===== config.mk =====
export PLATFORM = sky130hd
export DESIGN_NAME = register_file_32x32
export DESIGN_NICKNAME = d
export VERILOG_FILES = /design/src/rtl/register_file_32x32.sv
export SDC_FILE = /design/constraint.sdc
export NUM_CORES = 2
export LEC_CHECK = 0
export ABC_AREA = 1
export ABC_CLOCK_PERIOD_IN_PS = 48900
export BUFFER_PORTS_ARGS = -buffer_cell sky130_fd_sc_hd__buf_2
export CORE_UTILIZATION = 45
export DETAILED_ROUTE_END_ITERATION = 10
export PLACE_DENSITY = 0.68
export SLEW_MARGIN = 10
export SYNTH_ARGS = -nofsm -noshare
export SYNTH_HDL_FRONTEND = slang
export SYNTH_SLANG_ARGS = --single-unit

===== constraint.sdc =====
create_clock -name CLK -period 48.9 [get_ports CLK]
set_input_delay 2.445 -clock CLK [delete_from_list [all_inputs] [get_ports CLK]]
set_output_delay 2.445 -clock CLK [all_outputs]
set_load 0.05 [all_outputs]

===== src/rtl/register_file_32x32.sv =====
// register_file_32x32: 32 x 32-bit register file, synchronous write, registered dual read.
// Define REG_BYPASS_EN to forward same-edge write data to matching read ports.
module register_file_32x32 #(
  parameter int unsigned DATA_W    = 32,
  parameter int unsigned REG_CNT   = 32,
  parameter int unsigned ADDR_W    = 5,
  parameter bit          ZERO_REG0 = 1'b1
) (
  input  logic              CLK,
  input  logic              RST,
  input  logic              READ,
  input  logic              WRITE,
  input  logic [ADDR_W-1:0] ADDR_R1,
  input  logic [ADDR_W-1:0] ADDR_R2,
  input  logic [ADDR_W-1:0] ADDR_W_IN,
  input  logic [DATA_W-1:0] DATA_W_IN,
  output logic [DATA_W-1:0] DATA_R1,
  output logic [DATA_W-1:0] DATA_R2
);

  logic [DATA_W-1:0]  regs [REG_CNT];
  logic [REG_CNT-1:0] wr_en;
  logic [DATA_W-1:0]  rd1_next;
  logic [DATA_W-1:0]  rd2_next;

  // One-hot write decode; gated by WRITE so an undriven address cannot enable anything.
  always_comb begin
    wr_en = '0;
    if (WRITE) begin
      for (int unsigned i = 0; i < REG_CNT; i++) begin
        wr_en[i] = (ADDR_W_IN == ADDR_W'(i)) && !(ZERO_REG0 && (i == 0));
      end
    end
  end

  always_ff @(posedge CLK or posedge RST) begin
    if (RST) begin
      for (int unsigned i = 0; i < REG_CNT; i++) begin
        regs[i] <= '0;
      end
    end else begin
      for (int unsigned i = 0; i < REG_CNT; i++) begin
        if (wr_en[i]) begin
          regs[i] <= DATA_W_IN;
        end
      end
    end
  end

  function automatic logic [DATA_W-1:0] rd_mux(input logic [ADDR_W-1:0] addr);
    logic [DATA_W-1:0] word;
    word = '0;
    for (int unsigned i = 0; i < REG_CNT; i++) begin
      if (addr == ADDR_W'(i)) begin
        word = regs[i];
      end
    end
    if (ZERO_REG0 && (addr == '0)) begin
      word = '0;
    end
    return word;
  endfunction

`ifdef REG_BYPASS_EN
  logic wr_any;
  assign wr_any = |wr_en;

  // wr_en already excludes a suppressed register-0 write, so no separate zero check here.
  always_comb begin
    rd1_next = rd_mux(ADDR_R1);
    rd2_next = rd_mux(ADDR_R2);
    if (wr_any && (ADDR_W_IN == ADDR_R1)) begin
      rd1_next = DATA_W_IN;
    end
    if (wr_any && (ADDR_W_IN == ADDR_R2)) begin
      rd2_next = DATA_W_IN;
    end
  end
`else
  always_comb begin
    rd1_next = rd_mux(ADDR_R1);
    rd2_next = rd_mux(ADDR_R2);
  end
`endif

  always_ff @(posedge CLK or posedge RST) begin
    if (RST) begin
      DATA_R1 <= '0;
      DATA_R2 <= '0;
    end else if (READ) begin
      DATA_R1 <= rd1_next;
      DATA_R2 <= rd2_next;
    end
  end

endmodule

==> results.json <==
{
  "clock_latency_ps": 720,
  "drt-initial-drc-count": 7045,
  "fin_cells": 9021,
  "worst_pin_slew_ps": 1240,
  "coreArea_mm2": 0.119,
  "timing.rr.end": "DATA_R1[30]",
  "outcome": "finished, final reports clean",
  "hold_violations": 0,
  "drc": 0,
  "synthCells": 7508,
  "port_buffers": 114,
  "ys_warn_count": 0,
  "period_minus_slack_ps": 6380,
  "first_pass_iters": 9,
  "grt_max_degree": 122,
  "vias_per_cell": 5.76,
  "worst_slack_ps": 42520,
  "vias": 51900,
  "track_usage": 0.313,
  "cts_buffers": 109,
  "postPlaceCellArea_mm2": 0.0557,
  "io_pins": 115,
  "finalPower_mw": 2.40,
  "leakagePower_nw": 27.4,
  "fin_area_mm2": 0.0594,
  "slew_headroom": 0.171,
  "clk_path_buf_depth": 3,
  "wirelength_um": 191000,
  "die_area_mm2": 0.121,
  "die_w_um": 348,
  "ys_seq_area_frac": 0.489,
  "synth-edff-count": 0,
  "startpoint_type": "input pin",
  "r2r_cells": 20,
  "final_max_slew_viol_count": 0,
  "fillers": 11600,
  "crit_type": "in2reg",
  "holdWs_ps": 477,
  "reg2reg_from": "regs[990]",
  "grt_pass1_wl_um": 294000,
  "path_clk_slew_ps": 60,
  "preCtsSetupSlack_ps": 41870,
  "fin_worst_skew_ps": 20.6,
  "cp.arrival_ps": 6980,
  "syn_nets": 7559,
  "critPathRequiredTime_ps": 49490,
  "cap_violations": 0,
  "cts_tree": "yes",
  "antenna_found_initial": 4,
  "end_kind": "register",
  "hp-class": "reg2reg",
  "grt_pass1_vias": 49200,
  "p_per_area_mw_per_mm2": 40.4,
  "rsz0062_at_grt": "no",
  "setup_viol": 0,
  "cp_max_fo": 52,
  "holdPathStages": 2,
  "drtAntennaViolNets": 0,
  "areaGrowthSynthToFinish_pct": 10.1,
  "post-route-util": 0.501,
  "root_buffer": "clkbuf_16",
  "worstSetupStartpoint": "ADDR_R2[4]",
  "hp-start": "DATA_R1[11]",
  "cts_resized": 0,
  "fp-row-count": 126,
  "post_cts_buffers": 0,
  "clock_sinks": 1056,
  "hold_path_end": "DATA_R1[11]",
  "postCtsHoldBufs": 0,
  "clock.fmax_mhz": 157,
  "dp_cells": 8821,
  "die_h_um": 348,
  "gr-total-overflow": 0,
  "irDropWorstVdd_v": 0.0000313,
  "period_share": 0.130,
  "wire_per_inst_um": 21.2,
  "avgSynthCellArea_um2": 7.19,
  "globalplace.congestion": 0.893,
  "netlist_area_mm2": 0.0540,
  "ys_ff_latch": 1056,
  "hpwlAfterDp_um": 117000,
  "worst-r2r-setup-slack_ps": 46160,
  "initial_core_util": 0.455,
  "synth_ff_type": "dfrtp_1",
  "drive_above_1_share": 0.0786,
  "finalSetupTns_ps": 0,
  "synth_cell_types": 30,
  "async_flop_share": 1.00,
  "htree_num_levels": 3,
  "fin_nets": 7383
}
logic make-up after synthesis:
group / count (synthesis) / share of synthesized area
flip-flops: 1056 / 0.489
AO/OA/AOI/OAI: 1266 / 0.118
buffers and inverters: 1098 / 0.0781
AND/OR/NAND/NOR: 4088 / 0.315
sequential cells by signal, summed over array words and instances (netlist names):
name,flops
DATA_R1,32
DATA_R2,32
regs,992
critical path, cell delays in order:
cell and delay [ps]:
buf_2 250, inv_2 370, buf_4 600, nand3_2 120
buf_4 310, inv_2 720, nand2_1 100, nand2_1 110
nand4_1 70, nor2_1 100, nand4_1 90, nor2_1 230
nand4_1 120, nor2_1 220, nand4_1 110, nor2_1 210
nand4_1 120, nor2_1 170, nand4_1 100, nor2_1 140
nand4_1 90, nand2_1 70, nand2_1 50
power by group:
| part | internal [mW] | switching [mW] | leakage, nW |
|---|---|---|---|
| clock network | 0.521 | 0.367 | 1.86 |
| registers | 1.04 | 0.126 | 13.7 |
| logic | 0.109 | 0.241 | 11.8 |
worst max-delay path by stage:
stage	slack, ps	cells past startpoint	to
floorplan	16730	1	DATA_R1[0]
global placement	41900	23	DATA_R2[25]
detailed placement	41870	23	DATA_R2[1]
CTS	42600	23	DATA_R2[25]
global route	42300	6	regs[25]
finish	42520	23	DATA_R2[25]
cell usage after synthesis (2+ instances only):
cell      instances  area share
or2_2            66      0.0076
inv_1           560       0.039
nor2_2           12      0.0014
clkbuf_1        458       0.032
nand4_1         454       0.053
or2_1             6     0.00070
nand3_2           2     0.00037
nor3_2            3     0.00056
dfrtp_1        1056        0.49
buf_2            45      0.0042
o21ai_0        1110        0.10
nand2_1        2794        0.19
buf_6             2     0.00042
clkinv_1          2     0.00014
inv_2            19      0.0013
nand3_1         162       0.015
nor3_1           11      0.0010
buf_1             6     0.00042
buf_4             6     0.00083
or2_0             9      0.0010
nor2_1          559       0.039
a21oi_1         148       0.014
nand2_2           3     0.00035
nor3b_1           2     0.00028
nor2_4            2     0.00042
o21bai_1          7     0.00097
routing by layer:
metal	part of all wire	GRT usage	up-vias
li1	-	-	23700
met1	0.41	0.434	24700
met2	0.44	0.474	3036
met3	0.11	0.0642	541
met4	0.043	0.136	0
met5	0	0	-
area by class of cell:
| cell class | count | area (um^2) | share of cell area |
|---|---|---|---|
| inverter | 581 | 2190 | 0.0368 |
| clock inverter | 38 | 538 | 0.00905 |
| tap | 1600 | 2000 | 0.0337 |
| timing repair buffer | 230 | 1440 | 0.0242 |
| clock buffer | 161 | 3240 | 0.0546 |
| multi-input combinational | 5354 | 23600 | 0.397 |
| antenna | 1 | 2.50 | 0.0000421 |
| sequential | 1056 | 26400 | 0.445 |
cell usage in the layout (no fill, tap or decap), types with 9 or more instances in the layout:
master     Yosys  final
or2_0          9      9
clkinv_2       0     17
clkbuf_16      0    110
dfrtp_1     1056   1056
nand4_1      454    454
clkbuf_8       0     30
inv_2         19     20
or2_2         66     66
nand2_1     2794   2766
buf_2         45    114
nor2_1       559    532
o21ai_0     1110   1109
nor2_2        12     34
a21oi_1      148    148
nand2_2        3     29
bufinv_16      0     12
inv_1        560    555
buf_4          6    116
clkbuf_1     458     21
nand3_1      162    156
Note: power is estimated with default switching activity, not from simulation.
